--- src/rtl/cordic_pkg.sv ---
// Shared CORDIC constants: pipeline depth, datapath width, atan table (Q2.9), gain seed (Q2.10), angle limits.
// Build macro CORDIC_QUAD_EXT_EN (see cordic.sv) does not change anything here.
package cordic_pkg;
  localparam int ITER    = 8;
  localparam int IW      = 12;
  localparam int INV_K   = 622;
  localparam int PI_HALF = 804;
  localparam int PI      = 1608;

  localparam int ATAN_0 = 402;
  localparam int ATAN_1 = 237;
  localparam int ATAN_2 = 125;
  localparam int ATAN_3 = 64;
  localparam int ATAN_4 = 32;
  localparam int ATAN_5 = 16;
  localparam int ATAN_6 = 8;
  localparam int ATAN_7 = 4;

  function automatic int atan_q9(input int idx);
    case (idx)
      0:       return ATAN_0;
      1:       return ATAN_1;
      2:       return ATAN_2;
      3:       return ATAN_3;
      4:       return ATAN_4;
      5:       return ATAN_5;
      6:       return ATAN_6;
      7:       return ATAN_7;
      default: return 0;
    endcase
  endfunction
endpackage

--- src/rtl/cordic_stage.sv ---
// One registered rotation-mode micro-rotation; IDX selects shift amount and atan constant.
// Optional negate flag rides alongside when CORDIC_QUAD_EXT_EN is defined.
module cordic_stage #(
  parameter int IDX = 0,
  parameter int IW  = 12
) (
  input  logic          clk,
  input  logic          rst,
  input  logic [IW-1:0] x,
  input  logic [IW-1:0] y,
  input  logic [IW-1:0] z,
`ifdef CORDIC_QUAD_EXT_EN
  input  logic          neg,
  output logic          neg_r,
`endif
  output logic [IW-1:0] x_r,
  output logic [IW-1:0] y_r,
  output logic [IW-1:0] z_r
);
  import cordic_pkg::*;

  localparam logic signed [IW-1:0] ATAN = IW'(atan_q9(IDX));

  logic signed [IW-1:0] xs, ys, zs, x_sh, y_sh;

  assign xs   = signed'(x);
  assign ys   = signed'(y);
  assign zs   = signed'(z);
  assign x_sh = xs >>> IDX;
  assign y_sh = ys >>> IDX;

  always_ff @(posedge clk or posedge rst) begin
    if (rst) begin
      x_r <= '0;
      y_r <= '0;
      z_r <= '0;
    end else if (zs >= 0) begin
      x_r <= xs - y_sh;
      y_r <= ys + x_sh;
      z_r <= zs - ATAN;
    end else begin
      x_r <= xs + y_sh;
      y_r <= ys - x_sh;
      z_r <= zs + ATAN;
    end
  end

`ifdef CORDIC_QUAD_EXT_EN
  always_ff @(posedge clk or posedge rst) begin
    if (rst) neg_r <= 1'b0;
    else     neg_r <= neg;
  end
`endif
endmodule

--- src/rtl/cordic.sv ---
// Fully pipelined sin/cos of a Q2.5 angle, Q1.6 outputs, 10-cycle latency, one sample per cycle.
// Define CORDIC_QUAD_EXT_EN to fold angles beyond +/-pi/2 instead of clamping them.
module cordic #(
  parameter int ITER = cordic_pkg::ITER,
  parameter int IW   = cordic_pkg::IW
) (
  input  logic       clk,
  input  logic       rst,
  input  logic [7:0] in,
  output logic [7:0] sine,
  output logic [7:0] cosine
);
  import cordic_pkg::*;

  logic [IW-1:0] xs [0:ITER];
  logic [IW-1:0] ys [0:ITER];
  logic [IW-1:0] zs [0:ITER];

  logic signed [IW-1:0] z_raw, z_pre;
  assign z_raw = signed'({{(IW-8){in[7]}}, in}) <<< 4;

`ifdef CORDIC_QUAD_EXT_EN
  logic       neg_pre;
  logic [0:0] negs [0:ITER];

  // Fold by pi and remember to flip both results: sin/cos(a) = -sin/cos(a - pi).
  always_comb begin
    z_pre   = z_raw;
    neg_pre = 1'b0;
    if (z_raw > PI_HALF) begin
      z_pre   = z_raw - IW'(PI);
      neg_pre = 1'b1;
    end else if (z_raw < -PI_HALF) begin
      z_pre   = z_raw + IW'(PI);
      neg_pre = 1'b1;
    end
  end

  always_ff @(posedge clk or posedge rst) begin
    if (rst) negs[0] <= 1'b0;
    else     negs[0] <= neg_pre;
  end
`else
  always_comb begin
    z_pre = z_raw;
    if (z_raw > PI_HALF)       z_pre = IW'(PI_HALF);
    else if (z_raw < -PI_HALF) z_pre = IW'(-PI_HALF);
  end
`endif

  // x starts at 1/K so the accumulated CORDIC gain lands on unit magnitude.
  always_ff @(posedge clk or posedge rst) begin
    if (rst) begin
      xs[0] <= '0;
      ys[0] <= '0;
      zs[0] <= '0;
    end else begin
      xs[0] <= IW'(INV_K);
      ys[0] <= '0;
      zs[0] <= z_pre;
    end
  end

  for (genvar i = 0; i < ITER; i++) begin : g_stage
    cordic_stage #(.IDX(i), .IW(IW)) u_stage (
      .clk   (clk),
      .rst   (rst),
      .x     (xs[i]),
      .y     (ys[i]),
      .z     (zs[i]),
`ifdef CORDIC_QUAD_EXT_EN
      .neg   (negs[i][0]),
      .neg_r (negs[i+1][0]),
`endif
      .x_r   (xs[i+1]),
      .y_r   (ys[i+1]),
      .z_r   (zs[i+1])
    );
  end

  logic signed [IW:0] cos_ext, sin_ext, cos_rnd, sin_rnd, cos_fin, sin_fin;

  assign cos_ext = signed'({xs[ITER][IW-1], xs[ITER]});
  assign sin_ext = signed'({ys[ITER][IW-1], ys[ITER]});
  assign cos_rnd = (cos_ext + (IW+1)'(8)) >>> 4;
  assign sin_rnd = (sin_ext + (IW+1)'(8)) >>> 4;

`ifdef CORDIC_QUAD_EXT_EN
  assign cos_fin = negs[ITER][0] ? -cos_rnd : cos_rnd;
  assign sin_fin = negs[ITER][0] ? -sin_rnd : sin_rnd;
`else
  assign cos_fin = cos_rnd;
  assign sin_fin = sin_rnd;
`endif

  function automatic logic [7:0] sat8(input logic signed [IW:0] v);
    if (v > 127)       return 8'h7f;
    else if (v < -128) return 8'h80;
    else               return v[7:0];
  endfunction

  always_ff @(posedge clk or posedge rst) begin
    if (rst) begin
      sine   <= '0;
      cosine <= '0;
    end else begin
      sine   <= sat8(sin_fin);
      cosine <= sat8(cos_fin);
    end
  end
endmodule

--- config.mk ---
export PLATFORM = sky130hd
export DESIGN_NAME = cordic
export DESIGN_NICKNAME = d
export VERILOG_FILES = /design/src/rtl/cordic_pkg.sv /design/src/rtl/cordic_stage.sv /design/src/rtl/cordic.sv
export SDC_FILE = /design/constraint.sdc
export NUM_CORES = 1
export LEC_CHECK = 0
export CORE_AREA = 8 8 204 206
export CTS_CLUSTER_DIAMETER = 50
export DETAILED_ROUTE_END_ITERATION = 7
export DIE_AREA = 0 0 212 214
export MAX_ROUTING_LAYER = met4
export PLACE_DENSITY = 0.78
export SYNTH_ARGS = -nofsm -noshare
export SYNTH_HDL_FRONTEND = slang
export SYNTH_HIERARCHICAL = 1
export SYNTH_SLANG_ARGS = --single-unit
--- constraint.sdc ---
create_clock -name clk -period 5.2 [get_ports clk]
set_clock_uncertainty 0.05 [all_clocks]
set_input_delay 1.04 -clock clk [delete_from_list [all_inputs] [get_ports clk]]
set_output_delay 1.04 -clock clk [all_outputs]
set_load 0.01 [all_outputs]
==> flow_summary.rst <==
.. list-table::
   :header-rows: 1

   * - Metric
     - Value
   * - Outcome
     - finished, final reports clean
   * - Final #Nets
     - around 2,700
   * - Die outline area
     - around 45,000 um2
   * - Clk root buf
     - sky130_fd_sc_hd__clkbuf_16
   * - Number of antenna violations at the first check in global routing
     - 0
   * - Post-synthesis instance area
     - 21,800 um2
   * - Delay of the slowest critical-path stage
     - about 560 ps
   * - Finished Layout Cells
     - between 2,000 and 3,000
   * - Reg2reg end
     - g_stage[4].u_stage/x_r[10]$_DFF_PP0_
   * - Clock tree from TritonCTS
     - done
   * - Startpoint of the worst-slack reg-to-reg timing path
     - g_stage[3].u_stage/z_r[11]$_DFF_PP0_
   * - Total number of H-tree levels
     - 2
   * - Final clock period utilization by the worst path
     - 0.783
   * - Worst-path maximum fanout
     - 14
   * - Latest clock arrival within the worst-skew pair
     - approximately 550 ps
   * - Multi-input gate area
     - 13,700 um2
   * - Crit path kind
     - flip-flop to flip-flop
   * - Critical path buffers and inverters
     - 1
   * - Routed via count divided by cell count
     - around 5.8
   * - Number of max-cap violations
     - 0
   * - Post-Route Setup TNS
     - 0 ps
   * - Cells on worst reg2reg path
     - 12
   * - Number of diodes added for antenna fixing
     - 0
   * - Sequential standard cell area
     - ~7400 um2
   * - Max layer used
     - met4
   * - Average wire per cell in the routed design
     - 16.1 um
   * - Critical path data required time
     - 5600 ps
   * - Number of warnings reported in the yosys synthesis log
     - 6
   * - CP delay by family, top
     - compound AO/OA/AOI/OAI gates
   * - Remaining DRCs
     - 0
   * - Total vias in the final route
     - approximately 17,000
   * - Post-synthesis to final-layout area growth
     - 10.2%
   * - Worst hold path depth
     - 0
   * - Cell area after placement
     - approximately 23,000 um2
   * - Die Width
     - roughly 210 um
   * - Filler cell count
     - 3,089
   * - Final critical path time including I/O delays and setup
     - approximately 4100 ps
   * - Remaining antenna violation count after routing
     - 0
   * - Transition time of the tightest slew-check pin
     - ~1000 ps
   * - Wire length the detailed router placed on met1
     - roughly 20,000 um
   * - Hold Path Sink
     - g_stage[6].u_stage/z_r[1]$_DFF_PP0_
   * - Cell count after synthesis
     - between 2,000 and 2,500
   * - Sink count of the clock tree
     - 296
   * - Metal3 WL
     - around 1700 um
   * - Number of buffers on the longest clock path
     - 3
   * - Clock-pin transition on the worst setup and hold timing paths
     - roughly 60 ps
   * - DRT Wirelength
     - 46,800 um
   * - Setup repair after global routing missed its margin
     - false
   * - Grt total ovfl
     - 0
   * - Sort of element at the start of the critical path
     - flip-flop
   * - Number of setup buffers added after CTS
     - 0
   * - Wire length of the first global-routing pass
     - between 70,000 and 80,000 um
   * - Worst-case headroom to the max-slew limit
     - 0.316
   * - Crit path max-delay cell type
     - sky130_fd_sc_hd__o31ai_4
   * - Global-route total usage across every layer
     - 0.213
   * - Number of endpoints failing setup at the final stage
     - 0
   * - Minimum setup slack among reg-to-reg paths
     - roughly 1100 ps
   * - Pre-antenna DRT Iters
     - 7
   * - Pins Over Slew Limit
     - 0
   * - Core outline area
     - around 38,000 um2
   * - Final Hold Slack
     - between 300 and 400 ps
   * - Met2 Wirelength
     - between 20,000 and 25,000 um
   * - Worst setup EP type
     - flip-flop
   * - Upper clock frequency limit
     - about 0.25 GHz
   * - Maximum number of pins on one net before global-route repair
     - 37
   * - Port Buffers
     - 25
   * - Share of cells above drive strength 1
     - 0.0666
   * - Dpl hpwl
     - between 30,000 and 40,000 um
   * - Hold WC Path Type
     - flip-flop to flip-flop
   * - Final hold viol count
     - 0
   * - Via count of the first global-routing pass
     - 16,900
   * - Placed Cells
     - 2,836
   * - Worst Path Arrival
     - 4470 ps
   * - Starting density of the core
     - 0.570
   * - Post-route cell area
     - around 24,000 um2
   * - Total I/O pin count
     - 26
   * - Chain of cells forming the critical path
     - inv_1 > ha_1 > or4b_4 > o31ai_4 > mux2i_1 > fa_1 > a21o_1 > a21o_1 > a311oi_1 > o21ai_0 > a21oi_1 > xnor2_1
   * - RD Place Congestion
     - a little over 0.9
   * - Standard-cell rows
     - 72
   * - DRC marker count from the first detailed-route iteration
     - about 1,100
   * - Cts repair resizes
     - 0
   * - Count of hold-fix buffers inserted at cts
     - 0
   * - Most repeated library cell on the critical path
     - sky130_fd_sc_hd__a21o_1
   * - Avg Synthesized Cell Area
     - roughly 9.7 um2
   * - Clock buffer count from CTS
     - 39
   * - Worst min-delay path startpoint
     - g_stage[5].u_stage/z_r[1]$_DFF_PP0_
   * - Chip Height
     - 214 um
==> per-stage QoR <==
stage                util  setup slack [ps]
finish              0.628              1130
global route        0.628               796
CTS                 0.628              1140
detailed placement  0.595              1160
global placement    0.595              1270
floorplan               -              1580
==> how the worst max path moves through the flow <==
stage	startpoint	to	cells after the start	slack [ps]
2_1_floorplan	g_stage[3].u_stage/z_r[11]$_DFF_PP0_	g_stage[4].u_stage/x_r[10]$_DFF_PP0_	13	1580
3_3_place_gp	g_stage[3].u_stage/z_r[11]$_DFF_PP0_	g_stage[4].u_stage/x_r[10]$_DFF_PP0_	12	1270
3_5_place_dp	g_stage[3].u_stage/z_r[11]$_DFF_PP0_	g_stage[4].u_stage/x_r[10]$_DFF_PP0_	12	1160
4_1_cts	g_stage[3].u_stage/z_r[11]$_DFF_PP0_	g_stage[4].u_stage/x_r[10]$_DFF_PP0_	12	1140
5_1_grt	g_stage[3].u_stage/z_r[11]$_DFF_PP0_	g_stage[4].u_stage/x_r[10]$_DFF_PP0_	12	800
6_report	g_stage[3].u_stage/z_r[11]$_DFF_PP0_	g_stage[4].u_stage/x_r[10]$_DFF_PP0_	12	1130
==> flip-flops by register name, indices dropped and copies added (netlist names) <==
register	cells
g_stage.u_stage/y_r	93
g_stage.u_stage/x_r	92
g_stage.u_stage/z_r	84
zs	10
cosine	8
sine	8
xs	1
==> cell usage in the layout (no fill, tap or decap), types with 16 or more instances in the layout <==
cell                              instances
sky130_fd_sc_hd__dfrtp_1                296
sky130_fd_sc_hd__ha_1                   265
sky130_fd_sc_hd__nor2_1                 181
sky130_fd_sc_hd__xnor2_1                178
sky130_fd_sc_hd__a21oi_1                177
sky130_fd_sc_hd__inv_1                  176
sky130_fd_sc_hd__nand2_1                103
sky130_fd_sc_hd__xor2_1                  95
sky130_fd_sc_hd__o21ai_0                 94
sky130_fd_sc_hd__nor3_1                  63
sky130_fd_sc_hd__conb_1                  59
sky130_fd_sc_hd__a21o_1                  57
sky130_fd_sc_hd__clkbuf_16               41
sky130_fd_sc_hd__o21a_1                  38
sky130_fd_sc_hd__o31ai_1                 30
sky130_fd_sc_hd__o21bai_1                30
sky130_fd_sc_hd__nor4_1                  27
sky130_fd_sc_hd__clkdlybuf4s50_1         25
sky130_fd_sc_hd__fa_1                    24
sky130_fd_sc_hd__nand2b_1                23
sky130_fd_sc_hd__a211oi_1                22
sky130_fd_sc_hd__nand3_1                 20
sky130_fd_sc_hd__nor2b_1                 20
sky130_fd_sc_hd__a31oi_1                 19
sky130_fd_sc_hd__mux2i_1                 17
sky130_fd_sc_hd__and3_1                  16
==> worst reg2reg max path: stages (launching register included) <==
cell and delay [ps]:
sky130_fd_sc_hd__dfrtp_1 410, sky130_fd_sc_hd__inv_1 230, sky130_fd_sc_hd__ha_1 190, sky130_fd_sc_hd__or4b_4 480, sky130_fd_sc_hd__o31ai_4 560, sky130_fd_sc_hd__mux2i_1 260
sky130_fd_sc_hd__fa_1 480, sky130_fd_sc_hd__a21o_1 180, sky130_fd_sc_hd__a21o_1 200, sky130_fd_sc_hd__a311oi_1 420, sky130_fd_sc_hd__o21ai_0 170, sky130_fd_sc_hd__a21oi_1 190
sky130_fd_sc_hd__xnor2_1 150
==> layer usage <==
layer  up-vias  GRT usage
met5         -          -
met4         0     0.0739
met3       107     0.0301
met2       393      0.370
met1      8043      0.250
li1       8182          -
==> final cells by class <==
type / count / share of cell area
Multi-Input combinational cell: 1805 / 0.569
Sequential cell: 296 / 0.308
Timing Repair Buffer: 36 / 0.0138
Inverter: 181 / 0.0292
Tap cell: 518 / 0.0269
Clock inverter: 18 / 0.00739
Clock buffer: 51 / 0.0459
Power is left out: the tool's default activity adds up to more than one toggle a clock period on the data nets, which glitch-free logic cannot reach.
